File: config.mk
export PLATFORM = sky130hd
export DESIGN_NAME = bsg_manycore_sdr_rx_token_fifo
export DESIGN_NICKNAME = d
export VERILOG_FILES = /design/src/rtl/bsg_manycore_sdr_rx_token_fifo.sv
export SDC_FILE = /design/constraint.sdc
export NUM_CORES = 1
export LEC_CHECK = 0
export BUFFER_PORTS_ARGS = -buffer_cell sky130_fd_sc_hd__buf_2
export CAP_MARGIN = 25
export CORE_UTILIZATION = 50
export DETAILED_ROUTE_END_ITERATION = 10
export PLACE_DENSITY = 0.78
export SYNTH_ARGS = -nofsm -noshare
export SYNTH_HDL_FRONTEND = slang
export SYNTH_SLANG_ARGS = --single-unit
File: constraint.sdc
create_clock -name clk_i -period 2.64 [get_ports clk_i]
set_clock_uncertainty 0.1 [all_clocks]
set_input_delay 0.132 -clock clk_i [delete_from_list [all_inputs] [get_ports clk_i]]
set_output_delay 0.132 -clock clk_i [all_outputs]
set_load 0.005 [all_outputs]
File: src/rtl/bsg_manycore_sdr_rx_token_fifo.sv
// Receive side of the token-credited SDR link: word FIFO plus credit-token return.
// Optional sticky overflow detection is built with BSG_MANYCORE_SDR_RX_OVERFLOW_CHECK_EN.
module bsg_manycore_sdr_rx_token_fifo #(
  parameter int width_p                         = 16,
  parameter int lg_fifo_depth_p                 = 3,
  parameter int lg_credit_to_token_decimation_p = 1
) (
  input  logic                       clk_i,
  input  logic                       reset_i,
  input  logic                       link_v_i,
  input  logic [width_p-1:0]         link_data_i,
  output logic                       core_v_o,
  output logic [width_p-1:0]         core_data_o,
  input  logic                       core_yumi_i,
  output logic                       link_token_o,
  output logic [lg_fifo_depth_p:0]   occupancy_o,
  output logic                       overflow_o
);

  localparam int depth_lp = 1 << lg_fifo_depth_p;
  localparam int dec_lp   = lg_credit_to_token_decimation_p;
  localparam int cw_lp    = (dec_lp > 0) ? dec_lp : 1;

  logic [width_p-1:0]         mem_q [depth_lp];
  logic [lg_fifo_depth_p-1:0] wptr_q, wptr_d;
  logic [lg_fifo_depth_p-1:0] rptr_q, rptr_d;
  logic [lg_fifo_depth_p:0]   occ_q, occ_d;
  logic [cw_lp-1:0]           cred_q, cred_d;
  logic                       token_q, token_d;

  logic full, empty, enq, deq, wrap;

  assign full  = (occ_q == (lg_fifo_depth_p+1)'(depth_lp));
  assign empty = (occ_q == '0);
  assign enq   = link_v_i & (~full | core_yumi_i);
  // a yumi on an empty FIFO is ignored outright
  assign deq   = core_yumi_i & ~empty;
  assign wrap  = deq & ((dec_lp == 0) || (cred_q == '1));

  always_comb begin
    wptr_d  = wptr_q;
    rptr_d  = rptr_q;
    occ_d   = occ_q;
    cred_d  = cred_q;
    token_d = token_q ^ wrap;
    if (enq) wptr_d = wptr_q + 1'b1;
    if (deq) rptr_d = rptr_q + 1'b1;
    unique case ({enq, deq})
      2'b10:   occ_d = occ_q + 1'b1;
      2'b01:   occ_d = occ_q - 1'b1;
      default: occ_d = occ_q;
    endcase
    if (deq) begin
      if (dec_lp == 0) cred_d = '0;
      else             cred_d = cred_q + cw_lp'(1);
    end
  end

  always_ff @(posedge clk_i or posedge reset_i) begin
    if (reset_i) begin
      wptr_q  <= '0;
      rptr_q  <= '0;
      occ_q   <= '0;
      cred_q  <= '0;
      token_q <= 1'b0;
    end else begin
      wptr_q  <= wptr_d;
      rptr_q  <= rptr_d;
      occ_q   <= occ_d;
      cred_q  <= cred_d;
      token_q <= token_d;
    end
  end

  // storage needs no reset: occupancy gates every read
  always_ff @(posedge clk_i) begin
    if (enq) mem_q[wptr_q] <= link_data_i;
  end

  assign core_v_o     = ~empty;
  assign core_data_o  = mem_q[rptr_q];
  assign link_token_o = token_q;
  assign occupancy_o  = occ_q;

`ifdef BSG_MANYCORE_SDR_RX_OVERFLOW_CHECK_EN
  logic ovf_evt, ovf_q;

  assign ovf_evt = link_v_i & full & ~core_yumi_i;

  always_ff @(posedge clk_i or posedge reset_i) begin
    if (reset_i)      ovf_q <= 1'b0;
    else if (ovf_evt) ovf_q <= 1'b1;
  end

  assign overflow_o = ovf_q;

`ifndef SYNTHESIS
  always @(posedge clk_i) begin
    if (!reset_i && ovf_evt)
      $error("sdr_rx_token_fifo overflow at time %0t", $time);
  end
`endif
`else
  assign overflow_o = 1'b0;
`endif

endmodule
# Word level (Yosys, flattened, before mapping)
# Memories as Yosys holds them, arrays and structs flattened.
# Index checks and enable logic that the tools add are counted.
[totals]
ff_bits = 12
ram_bits = 128
memories = 1
elab_cells = 26
[classes]
add_sub_neg = 5
n_reduce_logical = 2
n_mux = 3
bitwise = 7
eq_ne = 3
[mem_list]
columns = ["memory", "words", "width", "rd", "rd_ports_with_merged_regs", "write_ports", "line", "text"]
rows = [
  ["mem_q", 8, 16, 1, 0, 1, "24", "logic [width_p-1:0] mem_q [depth_lp];"],
]
[op_table]
columns = ["op", "n"]
rows = [
  ["case mux 4 bit (2 select lines)", 1],
  ["adder 3 x 1 -> 3 bit (second input constant)", 2],
  ["adder 4 x 1 -> 4 bit (second input constant)", 1],
  ["== test 4 bit (second input constant)", 1],
  ["zero test 4 bit", 1],
  ["subtractor 4 x 1 -> 4 bit (second input constant)", 1],
  ["AND 1 bit", 3],
  ["== test 2 x 1 -> 1 bit (second input constant)", 1],
  ["== test 2 bit (second input constant)", 1],
  ["two-way mux 1 bit", 2],
  ["inverter 1 bit", 2],
  ["nonzero test 2 bit", 1],
  ["adder 1 bit (second input constant)", 1],
  ["bitwise OR 1 bit", 1],
  ["XOR 1 bit", 1],
]

# Depth between registers and ports, before layout
# Gate-level depths: netlist of run 1.
[depth]
word_depth = 6
ltp_mapped = 9
mapped_depth_nobuf = 8

# Least setup slack after synthesis of run 1
# Ideal clock, no wire load.
[synth_timing]
path_kind = "register to register"
from = "reg occ_q[0], in the netlist occupancy_o[0]"
to = "mem mem_q[0][0], enable pin"
setup_slack_ns = -0.194
period_less_slack_ns = 2.834
arrival_ns = 2.304
path_stages_with_launch = 4
n_path_buf = 0
setup_ns = 0.430
t_required_ns = 2.110
path_cell_list = "dfrtp_1 -> or3_4 -> o21ai_4 -> nor4_1"
[synth_via]
elab_chain_cells = 6
[synth_rtl]
columns = ["element", "line", "text"]
rows = [
  ["start, declared", "27", "logic [lg_fifo_depth_p:0] occ_q, occ_d;"],
  ["start signal, assigned", "63", "occ_q <= '0;"],
  ["start signal, assigned", "69", "occ_q <= occ_d;"],
  ["== test 4 bit", "33", "assign full = (occ_q == (lg_fifo_depth_p+1)'(depth_lp));"],
  ["inverter 1 bit", "35", "assign enq = link_v_i & (~full | core_yumi_i);"],
  ["bitwise OR 1 bit", "35", ""],
  ["AND 1 bit", "35", ""],
  ["two-way mux 1 bit", "77", "if (enq) mem_q[wptr_q] <= link_data_i;"],
  ["two-way mux 1 bit (implied by the code)", "77", ""],
  ["end, declared", "24", ""],
]
# Every way passes these cells.

# Worst setup path in the final report of run 1
[layout_timing]
from = "reg occ_q[0], in the netlist occupancy_o[0]"
to = "reg occ_q[3], in the netlist occupancy_o[3]"
[layout_via]
elab_chain_cells = 6
elab_cells_between_ends = 13
[layout_rtl]
columns = ["element", "line", "text"]
rows = [
  ["== test 4 bit", "33", ""],
  ["inverter 1 bit", "35", ""],
  ["bitwise OR 1 bit", "35", ""],
  ["AND 1 bit", "35", ""],
  ["== test 2 x 1 -> 1 bit / == test 2 bit (equally long branches)", "48", "unique case ({enq, deq})"],
  ["case mux 4 bit (2 select lines) / nonzero test 2 bit (equally long branches)", "n/a", ""],
]
# Several ways; a longest one is shown, not always the timed one.
# A chain may end at the register's enable or synchronous reset.

==> results of run 1 <==
[worst max-delay path, cell delays in order, from the launching register on]
cell,delay [ns]
dfrtp_2,0.46
or3_4,0.44
o21ai_4,0.19
ha_2,0.35
or4b_2,0.67
a21o_1,0.18
o221ai_1,0.07
[registers in the layout, summed over array words and instances, names as in the netlist]
signal	count
mem_q	128
occupancy_o	4
rptr_q	3
wptr_q	3
cred_q	1
link_token_o	1
[synthesized netlist by cell type (2+ instances only)]
library cell,n
mux2_2,19
nor2_1,4
xnor2_1,6
dfrtp_1,12
inv_1,3
ha_1,5
nand2_1,3
mux4_2,7
edfxtp_1,128
o211ai_1,2
buf_2,3
mux4_1,25
xor2_1,3
buf_6,5
clkbuf_1,3
nand2b_1,3
nor3_1,4
[cells by family (layout without fill, tap and decap cells)]
kind of cell / Yosys count / after routing
DFF: 140 / 140
buffers and inverters: 17 / 107
xor gates and xnor gates: 9 / 9
other: 1 / 1
and+or+nand+nor: 22 / 22
AOI/OAI and AO/OA: 10 / 10
muxes: 52 / 52
adders and majority gates: 5 / 5
[what timing repair did]
item	in CTS	in global routing
endpoints found under the hold margin	141	0
hold buffers	18	0
setup endpoints to repair	0	1
setup buffers	0	0
resized for setup	0	3
[power breakdown]
| part | total (mW) | switching, mW | internal (mW) | leakage (nW) |
|---|---|---|---|---|
| Sequential | 3.04 | 0.209 | 2.83 | 1.30 |
| Combinational | 2.05 | 0.952 | 1.10 | 0.831 |
| Clock | 2.27 | 0.883 | 1.39 | 0.264 |
| Total | 7.36 | 2.04 | 5.32 | 2.40 |
[worst min path at each step]
stage / cells after the start / slack, ns / endpoint
after CTS: 4 / 0.1 / cred_q
after detailed placement: 2 / 0.08 / link_token_o
after global placement: 2 / 0.06 / link_token_o
after global routing: 4 / 0.17 / rptr_q[0]
after floorplan: 1 / -0.10 / cred_q
final: 4 / 0.13 / cred_q
[through the flow]
stage	total power, mW	cell area [µm²]	worst slack [ns]	hold WS [ns]
finish	7.361	6843	0.09157	0.1297
global route	7.712	6843	0.007300	0.1665
CTS	7.439	6837	0.06367	0.09978
detailed placement	5.124	6082	0.05909	0.08337
global placement	5.054	6082	0.1595	0.06455
floorplan	4.468	5662	0.01815	-0.1033
[cell type report]
class	count	area (µm²)	share of cell area, %
repair buffers	72	495.5	7.241
multi-input cells	99	1441	21.06
clock buffers	18	429.2	6.272
inverters	3	11.26	0.1646
clock inverters	14	145.1	2.121
flip-flops and latches	140	4145	60.58
well taps	140	175.2	2.560
[per-layer routing]
metal	track usage [%]	up-vias
met3	4.762	17
met5	0	-
li1	-	1233
met1	22.55	1397
met2	30.39	66
met4	9.653	0
==> summary.md, run 1 <==
| Metric | Value |
|---|---|
| Outcome | complete, no violations |
| Xor/xnor cell area share of the yosys netlist | 1.394% |
| I/O Pins | 43 |
| Unrepaired setup endpoints after global routing | false |
| Post-synth top flop | edfxtp_1 |
| Die W | 108.4 µm |
| Starting Density | 51.72% |
| CP Launch Point | occupancy_o[0] |
| R2r worst-path depth | 6 |
| Global placer's final weighted congestion | 0.7802 |
| Crit share post-route | 96.53% |
| Latest clock arrival within the worst-skew pair | 0.41 ns |
| Finish-stage setup viols | 0 |
| Layout cells sized above 1 | 34.97% |
| CP Class | reg -> reg |
| Die H | 108.4 µm |
| Max Freq | 0.3924 GHz |
| DRT antenna net count | 0 |
| Port bufs | 41 |
| Synth top area share | 67.96% |
| Antenna violations before repair | 0 |
| Number of flops mapped to enable cells by yosys | 128 |
| H-tree lvl count | 4 |
| Worst vdd ir | 0.4648 mV |
| Proportion of synthesized area in mux cells | 18.36% |
| Clk buf depth | 2 |
| Drt first pass iters | 4 |
| Fill cells | 741 |
| Placed cells | 436 |
| Commonest cells after routing, fill and taps aside | edfxtp_1, buf_2, mux4_1 |
| Crit end category | flip-flop |
| WL met2 | 4973 µm |
| Area leader, netlist | edfxtp_1 |
| Async SR Flop Fraction | 8.571% |
| Final Slew Violations | 0 |
| R2R Path End | occupancy_o[3] |
| Rel. slew slack | 51.59% |
| Remaining Overflow, GRT | 0 |
| Flop2flop setup slack | 0.09 ns |
| Cell area after synthesis | 0.005655 mm² |
| Max FO, Critical Path | 8 |
| Largest net degree at the start of global routing | 35 |
| CP startpoint kind | flip-flop |
| Wire length on met1 | 4204 µm |
| Synth top area cells | edfxtp_1, mux4_1, dfrtp_1, mux2_2, mux4_2 |
| Final Critical Period | 2.548 ns |
| Clk root buf | clkbuf_16 |
| CTS Buf Count | 17 |
| Global Route Usage Sum | 18.45% |
| Final std cells w/o fill | 486 |
| DR iter-0 viols | 204 |
| Simple-Gate Fraction of Synth Area | 2.279% |
| Routed wire length | 9761 µm |
| Post-synthesis adder-cell area fraction | 1.106% |
| Crit path to | occupancy_o[3] |
| First-pass GRT wire length | 15,100 µm |
| Vias in the first global route | 2,809 |
| Leak Pwr | 2.398 nW |
| Area Growth Syn to Fin | 21.00% |
| Data required time of the critical path | 2.86 ns |
| Hold path startpoint | core_yumi_i |
| N_diodes | 0 |
| Synth Net Count | 281 |
| YS warnings | 0 |
| DRC | 0 |
| Row count | 38 |
| RR Startpoint | occupancy_o[0] |
| Pin slew with the least headroom to its limit | 0.7234 ns |
| Pwr Density | 1076 mW/mm² |
| Worst min path class | in -> reg |
| Drt via density | 5.582 |
| Met3 wire len | 380 µm |
| Nets | 358 |
| TritonCTS clock tree | done |
| CTS sink count | 140 |
| Final TNS setup | 0 ns |
| Final core utilization | 62.57% |
| Hold Vio Cnt, Final | 0 |
| Commonest non-fill, non-tap cell in the layout | edfxtp_1 |
| Max cap viols | 0 |
| Yosys reg bits | 140 |
| Vias post-DR | 2,713 |
| Post-Syn Area per Cell | 22.09 µm² |
| Post-synth cell types | 38 |
| Complex-gate fraction of the synthesized area | 1.571% |
| Reg clk slew, reported paths | 0.06 ns |
| Sequential share of the synthesized area | 73.27% |
| Hpwl dp | 5586 µm |
| Die ar. | 0.01174 mm² |
| WP data arrival | 2.77 ns |
| Largest family of logic cells by synthesized area | multiplexers |
| Syn Inst Count | 256 |
| Drt wl/cell | 20.08 µm |
| Core Footprint | 0.01094 mm² |
| Max layer used | met4 |
(Power assumes the default switching activity.)
==> inputs of run 2 (changes only) <==
- RECOVER_POWER: unset -> 50
==> summary.md, run 2 (synthesized netlist as in run 1, its figures left out) <==
| Metric | Value |
|---|---|
| Outcome | complete, no violations |
| CP Class | reg -> reg |
| Reg clk slew, reported paths | 0.06 ns (about the same) |
| Commonest non-fill, non-tap cell in the layout | edfxtp_1 |
| Core Footprint | 0.01094 mm² (unchanged) |
| Hpwl dp | 5586 µm (unchanged) |
| Layout cells sized above 1 | 29.77% (-5.2 points) |
| Nets | 358 (unchanged) |
| CP startpoint kind | flip-flop |
| Max FO, Critical Path | 8 (unchanged) |
| CTS sink count | 140 (unchanged) |
| Finish-stage setup viols | 0 (unchanged) |
| Max cap viols | 0 (unchanged) |
| Final TNS setup | 0 ns (unchanged) |
| Commonest cells after routing, fill and taps aside | edfxtp_1, mux4_1, buf_2 |
| Unrepaired setup endpoints after global routing | false |
| Port bufs | 41 (unchanged) |
| Pin slew with the least headroom to its limit | 0.7360 ns (+0.01257 ns) |
| DR iter-0 viols | 190 (-6.9%) |
| Pwr Density | 1079 mW/mm² (+0.27%) |
| Final Critical Period | 2.550 ns (+0.001132 ns) |
| Rel. slew slack | 50.75% (-0.84 points) |
| Largest register FFs | 128 (unchanged) |
| Starting Density | 51.72% (unchanged) |
| Area after DPL | 0.006082 mm² (unchanged) |
| Fill cells | 749 (+1.1%) |
| WHS | 0.2013 ns (+0.07160 ns) |
| Die ar. | 0.01174 mm² (unchanged) |
| Vias post-DR | 2,709 (-0.15%) |
| Data required time of the critical path | 2.86 ns (about the same) |
| Area Growth Syn to Fin | 20.55% |
| Clk root buf | clkbuf_16 |
| Drt wl/cell | 20.11 µm (+0.11%) |
| Largest net degree at the start of global routing | 35 (unchanged) |
| Critical path, cell by cell | or3_4, o21ai_4, ha_2, or4b_2, a21o_1, o221ai_1 |
| Max incr delay on CP | 0.67 ns (about the same) |
| H-tree lvl count | 4 (unchanged) |
| Clk buf depth | 2 (unchanged) |
| Worst min path class | in -> reg |
| Flop2flop setup slack | 0.09 ns (about the same) |
| Crit end category | flip-flop |
| Routed wire length | 9772 µm (+0.11%) |
| First-pass GRT wire length | 15,100 µm (unchanged) |
| Remaining Overflow, GRT | 0 (unchanged) |
| CTS Buf Count | 17 (unchanged) |
| Worst vdd ir | 0.4614 mV (-0.72%) |
| WP data arrival | 2.77 ns (about the same) |
| Max Freq | 0.3922 GHz (about the same) |
| Leak Pwr | 2.347 nW (-2.1%) |
| TritonCTS clock tree | done |
| Die W | 108.4 µm (unchanged) |
| Die H | 108.4 µm (unchanged) |
| Drt via density | 5.574 (-0.15%) |
| Drt first pass iters | 4 (unchanged) |
| CP Launch Point | occupancy_o[0] |
| Hold path startpoint | core_yumi_i |
| Most flops, register | mem_q |
| Vias in the first global route | 2,809 (unchanged) |
| RR Startpoint | occupancy_o[0] |
| CP delay by family, top | simple AND/OR/NAND/NOR gates |
| Hold Vio Cnt, Final | 0 (unchanged) |
| Global Route Usage Sum | 18.45% (unchanged) |
| Global placer's final weighted congestion | 0.7802 (unchanged) |
| Final Slew Violations | 0 (unchanged) |
| Final instance area | 0.006818 mm² (-0.37%) |
| DRC | 0 (unchanged) |
| Latest clock arrival within the worst-skew pair | 0.41 ns (about the same) |
| N_diodes | 0 (unchanged) |
| CP max stage cell | or4b_2 |
| Antenna violations before repair | 0 (unchanged) |
| Row count | 38 (unchanged) |
| Crit share post-route | 96.57% (about the same) |
| I/O Pins | 43 (unchanged) |
| DRT antenna net count | 0 (unchanged) |
| Worst Path Buf+Inv | 0 (unchanged) |
==> run 2: timing repair <==
item,4_1_cts,5_1_grt
endpoints found under the hold margin,141,0
hold buffers,18,0
buffers inserted,0,0
gates resized for setup,0,3
setup endpoints to repair,0,1
==> run 2: metrics by stage <==
stage	total power, mW	instances	utilization [%]	worst slack (ns)
CTS	7.439	486	62.52	0.06367
global placement	5.054	436	55.62	0.1595
global route	7.705	486	62.35	0.007301
floorplan	4.468	256	-	0.01815
detailed placement	5.124	436	55.62	0.05909
finish	7.354	486	62.35	0.09043
==> run 2: layer usage <==
metal | track usage, % | up-vias | part of all wire, %
met3 | 4.762 | 16 | 3.4
met4 | 9.653 | 0 | 1.9
met2 | 30.39 | 57 | 51
met5 | 0 | - | 0
li1 | - | 1234 | -
met1 | 22.55 | 1402 | 43
==> run 2: final timing paths <==
path                                        to  cells past startpoint
worst max-delay path            occupancy_o[3]                      6
worst min-delay path                 wptr_q[2]                      4
worst max register to register  occupancy_o[3]                      6
worst min register to register          cred_q                      1
max in group asynchronous       occupancy_o[0]                      3
min in group asynchronous               cred_q                      3
==> run 2: final cells by class <==
class / instances / area (µm²) / area share [%]
inverter: 3 / 11.26 / 0.1652
sequential: 140 / 4145 / 60.80
tap: 140 / 175.2 / 2.569
clock buffer: 18 / 429.2 / 6.295
timing repair buffer: 72 / 470.5 / 6.900
multi-input combinational: 99 / 1441 / 21.14
clock inverter: 14 / 145.1 / 2.129
==> run 2: where the power goes <==
group | internal (mW) | total, mW | switching [mW]
clock network | 1.39 | 2.27 | 0.885
registers | 2.83 | 3.04 | 0.209
logic | 1.09 | 2.04 | 0.951
==> run 2: worst reg2reg max path, cell delays in order (launching register included) <==
cell	delay [ns]
dfrtp_2	0.46
or3_4	0.44
o21ai_4	0.20
ha_2	0.35
or4b_2	0.67
a21o_1	0.18
o221ai_1	0.07
